$ cat src/rtl/tqvp_arb_pkg.sv
// Shared types and default sizes for the peripheral register-port arbiter.
package tqvp_arb_pkg;

   typedef enum logic [1:0] {
      StIdle,
      StAddr,
      StWait,
      StDone
   } arb_state_e;

   localparam int unsigned DefNreq     = 2;
   localparam int unsigned DefAddrW    = 4;
   localparam int unsigned DefDataW    = 8;
   localparam int unsigned DefReadWait = 1;
   // Wide enough for READ_WAIT up to 7.
   localparam int unsigned WaitCntW    = 3;

endpackage

$ cat src/rtl/rr_arb_pick.sv
// Combinational round-robin picker: first asserted request after the pointer, with wrap.
module rr_arb_pick #(
   parameter int unsigned NREQ = 2,
   parameter int unsigned IdxW = 1
) (
   input  logic [NREQ-1:0] req,
   input  logic [IdxW-1:0] pointer,
   output logic            any,
   output logic [IdxW-1:0] winner
);

   int unsigned idx;

   // Scan pointer+1 .. pointer+NREQ modulo NREQ; the first hit wins.
   always_comb begin
      any    = 1'b0;
      winner = '0;
      idx    = 0;
      for (int unsigned k = 1; k <= NREQ; k++) begin
         idx = (32'(pointer) + k) % NREQ;
         if (!any && req[idx]) begin
            any    = 1'b1;
            winner = IdxW'(idx);
         end
      end
   end

endmodule

$ cat src/rtl/tqvp_reg_arbiter.sv
// Round-robin arbiter sharing one peripheral register port between NREQ requesters.
module tqvp_reg_arbiter
   import tqvp_arb_pkg::*;
#(
   parameter int unsigned NREQ      = DefNreq,
   parameter int unsigned ADDR_W    = DefAddrW,
   parameter int unsigned DATA_W    = DefDataW,
   parameter int unsigned READ_WAIT = DefReadWait,
   localparam int unsigned IdxW     = (NREQ > 1) ? $clog2(NREQ) : 1
) (
   input  logic                   clk,
   input  logic                   rst,
   input  logic [NREQ-1:0]        req,
   input  logic [NREQ-1:0]        req_we,
   input  logic [NREQ*ADDR_W-1:0] req_addr,
   input  logic [NREQ*DATA_W-1:0] req_wdata,
   output logic [NREQ-1:0]        gnt,
   output logic [NREQ-1:0]        rvalid,
   output logic [DATA_W-1:0]      rdata,
   output logic                   busy,
   output logic [IdxW-1:0]        owner,
   output logic [ADDR_W-1:0]      address,
   output logic [DATA_W-1:0]      data_in,
   output logic                   data_write,
   input  logic [DATA_W-1:0]      data_out
);

   arb_state_e           state_q;
   logic [IdxW-1:0]      ptr_q;
   logic [IdxW-1:0]      owner_q;
   logic                 we_q;
   logic [WaitCntW-1:0]  cnt_q;
   logic [NREQ-1:0]      gnt_q;
   logic [NREQ-1:0]      rvalid_q;
   logic [DATA_W-1:0]    rdata_q;
   logic                 busy_q;
   logic [ADDR_W-1:0]    address_q;
   logic [DATA_W-1:0]    data_in_q;
   logic                 data_write_q;

   logic                 pick_any;
   logic [IdxW-1:0]      pick_idx;

   rr_arb_pick #(
      .NREQ (NREQ),
      .IdxW (IdxW)
   ) u_pick (
      .req     (req),
      .pointer (ptr_q),
      .any     (pick_any),
      .winner  (pick_idx)
   );

   // Transaction sequencer; every output is a register updated here.
   always_ff @(posedge clk) begin
      if (rst) begin
         state_q      <= StIdle;
         ptr_q        <= IdxW'(NREQ - 1);
         owner_q      <= IdxW'(NREQ - 1);
         we_q         <= 1'b0;
         cnt_q        <= '0;
         gnt_q        <= '0;
         rvalid_q     <= '0;
         rdata_q      <= '0;
         busy_q       <= 1'b0;
         address_q    <= '0;
         data_in_q    <= '0;
         data_write_q <= 1'b0;
      end else begin
         // Pulsed outputs default low every cycle.
         gnt_q        <= '0;
         rvalid_q     <= '0;
         data_write_q <= 1'b0;
         unique case (state_q)
            StIdle: begin
               if (pick_any) begin
                  state_q          <= StAddr;
                  busy_q           <= 1'b1;
                  owner_q          <= pick_idx;
                  we_q             <= req_we[pick_idx];
                  address_q        <= req_addr[pick_idx*ADDR_W +: ADDR_W];
                  data_in_q        <= req_wdata[pick_idx*DATA_W +: DATA_W];
                  gnt_q[pick_idx]  <= 1'b1;
                  // Strobe lines up with the ADDR cycle so address/data are already valid.
                  data_write_q     <= req_we[pick_idx];
               end
            end
            StAddr: begin
               if (we_q) begin
                  state_q           <= StDone;
                  rvalid_q[owner_q] <= 1'b1;
               end else if (READ_WAIT == 0) begin
                  state_q           <= StDone;
                  rdata_q           <= data_out;
                  rvalid_q[owner_q] <= 1'b1;
               end else begin
                  state_q <= StWait;
                  cnt_q   <= WaitCntW'(READ_WAIT - 1);
               end
            end
            StWait: begin
               if (cnt_q == '0) begin
                  state_q           <= StDone;
                  rdata_q           <= data_out;
                  rvalid_q[owner_q] <= 1'b1;
               end else begin
                  cnt_q <= cnt_q - 1'b1;
               end
            end
            StDone: begin
               state_q <= StIdle;
               busy_q  <= 1'b0;
               ptr_q   <= owner_q;
            end
            default: begin
               state_q <= StIdle;
               busy_q  <= 1'b0;
            end
         endcase
      end
   end

   assign gnt        = gnt_q;
   assign rvalid     = rvalid_q;
   assign rdata      = rdata_q;
   assign busy       = busy_q;
   assign owner      = owner_q;
   assign address    = address_q;
   assign data_in    = data_in_q;
   assign data_write = data_write_q;

endmodule

$ cat config.mk
export PLATFORM = sky130hd
export DESIGN_NAME = tqvp_reg_arbiter
export DESIGN_NICKNAME = d
export VERILOG_FILES = /design/src/rtl/tqvp_arb_pkg.sv /design/src/rtl/rr_arb_pick.sv /design/src/rtl/tqvp_reg_arbiter.sv
export SDC_FILE = /design/constraint.sdc
export NUM_CORES = 1
export LEC_CHECK = 0
export ABC_AREA = 1
export ABC_CLOCK_PERIOD_IN_PS = 2300
export CORE_UTILIZATION = 46
export DETAILED_ROUTE_END_ITERATION = 12
export PLACE_DENSITY = 0.84
export SLEW_MARGIN = 20
export SYNTH_ARGS = -nofsm -noshare
export SYNTH_HDL_FRONTEND = slang
export SYNTH_SLANG_ARGS = --single-unit
$ cat constraint.sdc
create_clock -name clk -period 2.3 [get_ports clk]
set_input_delay 0.46 -clock clk [delete_from_list [all_inputs] [get_ports clk]]
set_output_delay 0.46 -clock clk [all_outputs]
set_load 0.03 [all_outputs]
==> results.py <==
metrics = {
    "status": {
        "status": "finished clean",
    },
    "sta": {
        "fin_setup_tns_ns": 0,
        "slew-limit-headroom_pct": 76.4,
        "finalWorstSetupSlack_ns": 0.455,
        "rsz0062_at_grt": "false",
        "worst_slew_pin_slew_ns": 0.354,
        "slew_violations": 0,
        "setup_viol": 0,
        "fmax_mhz": 542,
        "fin_skew_ns": 0.00361,
        "whs_ns": 0.451,
        "finalCriticalPeriod_ns": 1.85,
        "fin_crit_sh_pct": 80.2,
        "hold_viol_final": 0,
    },
    "yosys": {
        "yosys.area.top_type": "dfxtp_1",
        "synth_seq_area_share_pct": 41.8,
        "syn_avg_cell_area_um2": 7.46,
        "yosys-top-cells-area": "dfxtp_1 42%, nand2_1 18%, ha_1 5.4%, inv_1 5.3%, a21oi_1 4.9%",
        "syn_nets": 263,
        "syn_inst": 218,
        "synth_cell_types": 27,
        "syn_area_um2": 1630,
        "ys_ff_latch": 34,
        "synth_top_area_share_pct": 41.8,
        "synth-warning-count": 0,
    },
    "floorplan": {
        "dieArea_um2": 3780,
        "die_height_um": 61.5,
        "fp-row-count": 21,
        "core_area_um2": 3360,
        "start_util_pct": 48.4,
        "die_x_um": 61.5,
        "pin_count": 65,
    },
    "cts": {
        "root_buffer": "clkbuf_4",
        "h-tree-depth": 2,
        "clkSinkCount": 34,
        "clk_latency_ns": 0.33,
        "clock_path_buffers": 2,
        "ctsResizeCount": 0,
        "post-cts-setup-buffers": 0,
        "path_clk_slew_ns": 0.11,
        "numCtsBuffers": 5,
        "ctsHoldBuffers": 0,
        "cts_tree": "done",
    },
    "drt": {
        "firstDrtPassIters": 4,
        "wl_per_cell_um": 10.4,
        "vias": 1526,
        "ant_nets": 0,
        "routed_wl_mm": 3.42,
        "drc": 0,
        "vias_per_cell": 4.64,
        "drt_iter0_markers": 46,
    },
    "flow_run": {
        "cap_violations": 0,
    },
    "worst_setup_path": {
        "required_ns": 1.84,
        "worstPathMaxFanout": 3,
        "worst-setup-path-type": "reg2out",
        "worst_setup_path_start_kind": "register",
        "critPathMaxStageDelay_ns": 0.68,
        "end_kind": "primary output",
        "critPathTopFamily": "buffers and inverters",
        "cp.arrival_ns": 1.39,
        "critPathSlowestCell": "clkdlybuf4s50_1",
        "crit_buf_inv": 1,
        "path_cells": "clkdlybuf4s50_1",
    },
    "power": {
        "power_density_nw_per_um2": 1020,
        "ir_drop_uv": 473,
        "power_mw": 2.37,
        "p_leak_nw": 0.989,
    },
    "global_route": {
        "grt_pass1_vias": 1339,
        "grt_use_total_pct": 20.0,
        "grt_overflow": 0,
        "antenna_found_initial": 0,
        "grt_max_degree": 19,
        "grt_pass1_wl_mm": 5.45,
    },
    "placed_design": {
        "place_congestion": 0.758,
        "hpwl_mm": 2.57,
        "place_ws_ns": 0.505,
        "portBuffers": 64,
    },
    "layout": {
        "drive_gt1_share_pct": 9.89,
        "num_antenna_cells": 0,
        "filler_cell_count": 309,
        "syn_to_final_growth_pct": 42.7,
        "nets": 327,
    },
    "worst_hold_path": {
        "hold_path.class": "reg2reg",
    },
}
[cell type report]
| type | count | area (um2) | area share [%] |
|---|---|---|---|
| multi-input cells | 150 | 766 | 33.0 |
| flip-flops and latches | 34 | 681 | 29.3 |
| repair buffers | 65 | 648 | 27.9 |
| inverters | 26 | 105 | 4.53 |
| well taps | 46 | 57.6 | 2.48 |
| clock buffers | 6 | 51.3 | 2.21 |
| clock inverters | 2 | 12.5 | 0.539 |
[cells by family (layout without fill, tap and decap cells)]
group           Yosys count  after routing  share of synthesized area, %
simple gates            105            105                          27.7
xor+xnor                  1              1                         0.539
flops                    34             34                          41.8
fa+ha+maj                 7              7                          5.38
compound gates           37             37                          13.5
buf+inv                  34             99                          11.1
[flip-flops by register name, indices dropped and copies added, names as in the netlist]
name and count:
data_in 8, rdata 8, address 4, cnt_q 3
gnt 2, rvalid 2, state_q 2, busy 1
data_write 1, owner 1, ptr_q 1, we_q 1
[placed cells by master, fill, tap and decap left out, types with 2 or more instances in the layout]
cell type        instances
inv_1                   23
o21ai_0                 11
nand3_1                  6
nand2_1                 79
ha_1                     7
nand2_2                  2
a21oi_2                  9
nor2_1                  10
dfxtp_1                 34
a21oi_1                 16
clkbuf_4                 5
clkdlybuf4s50_1         64
nand2_4                  2
[per-layer routing]
layer / track usage, % / part of all wire (%)
met1: 20.7 / 42
met2: 36.3 / 49
met3: 7.35 / 7.4
met4: 8.57 / 1.1
met5: 0 / 0
[path summary, 6_finish.rpt]
| check | start | endpoint | slack (ns) | cells after the start |
|---|---|---|---|---|
| setup / recovery | owner$_SDFFE_PP1P_ | owner | 0.45 | 1 |
| hold / removal | rdata[6]$_SDFFE_PP0P_ | rdata[6]$_SDFFE_PP0P_ | 0.45 | 2 |
| setup reg to reg | state_q[0]$_SDFFE_PP0P_ | cnt_q[1]$_SDFFE_PP0P_ | 0.70 | 6 |
| hold reg to reg | rdata[6]$_SDFFE_PP0P_ | rdata[6]$_SDFFE_PP0P_ | 0.45 | 2 |
[stage by stage]
step	area [um2]	std cells	util, %
CTS	2320	329	69.0
global placement	2260	321	67.1
finish	2320	329	69.0
global route	2320	329	69.0
floorplan	1630	218	-
detailed placement	2260	321	67.1
[synthesized netlist by cell type (all sizes together)]
library cell and count:
o21ai 12, nand2 83, ha 7, nor2 11
clkbuf 1, nor3 1, nand3 8, nor4 1
a21oi 25, buf 7, nand4 1, dfxtp 34
inv 26, xnor2 1
[power breakdown]
part	internal (mW)	leakage (nW)	total [mW]	switching, mW
Sequential	0.752	0.279	0.847	0.0947
Combinational	0.470	0.676	1.17	0.700
Clock	0.147	0.0343	0.350	0.203
Total	1.37	0.989	2.37	0.998
No activity file was read; power rests on OpenSTA's default activity.
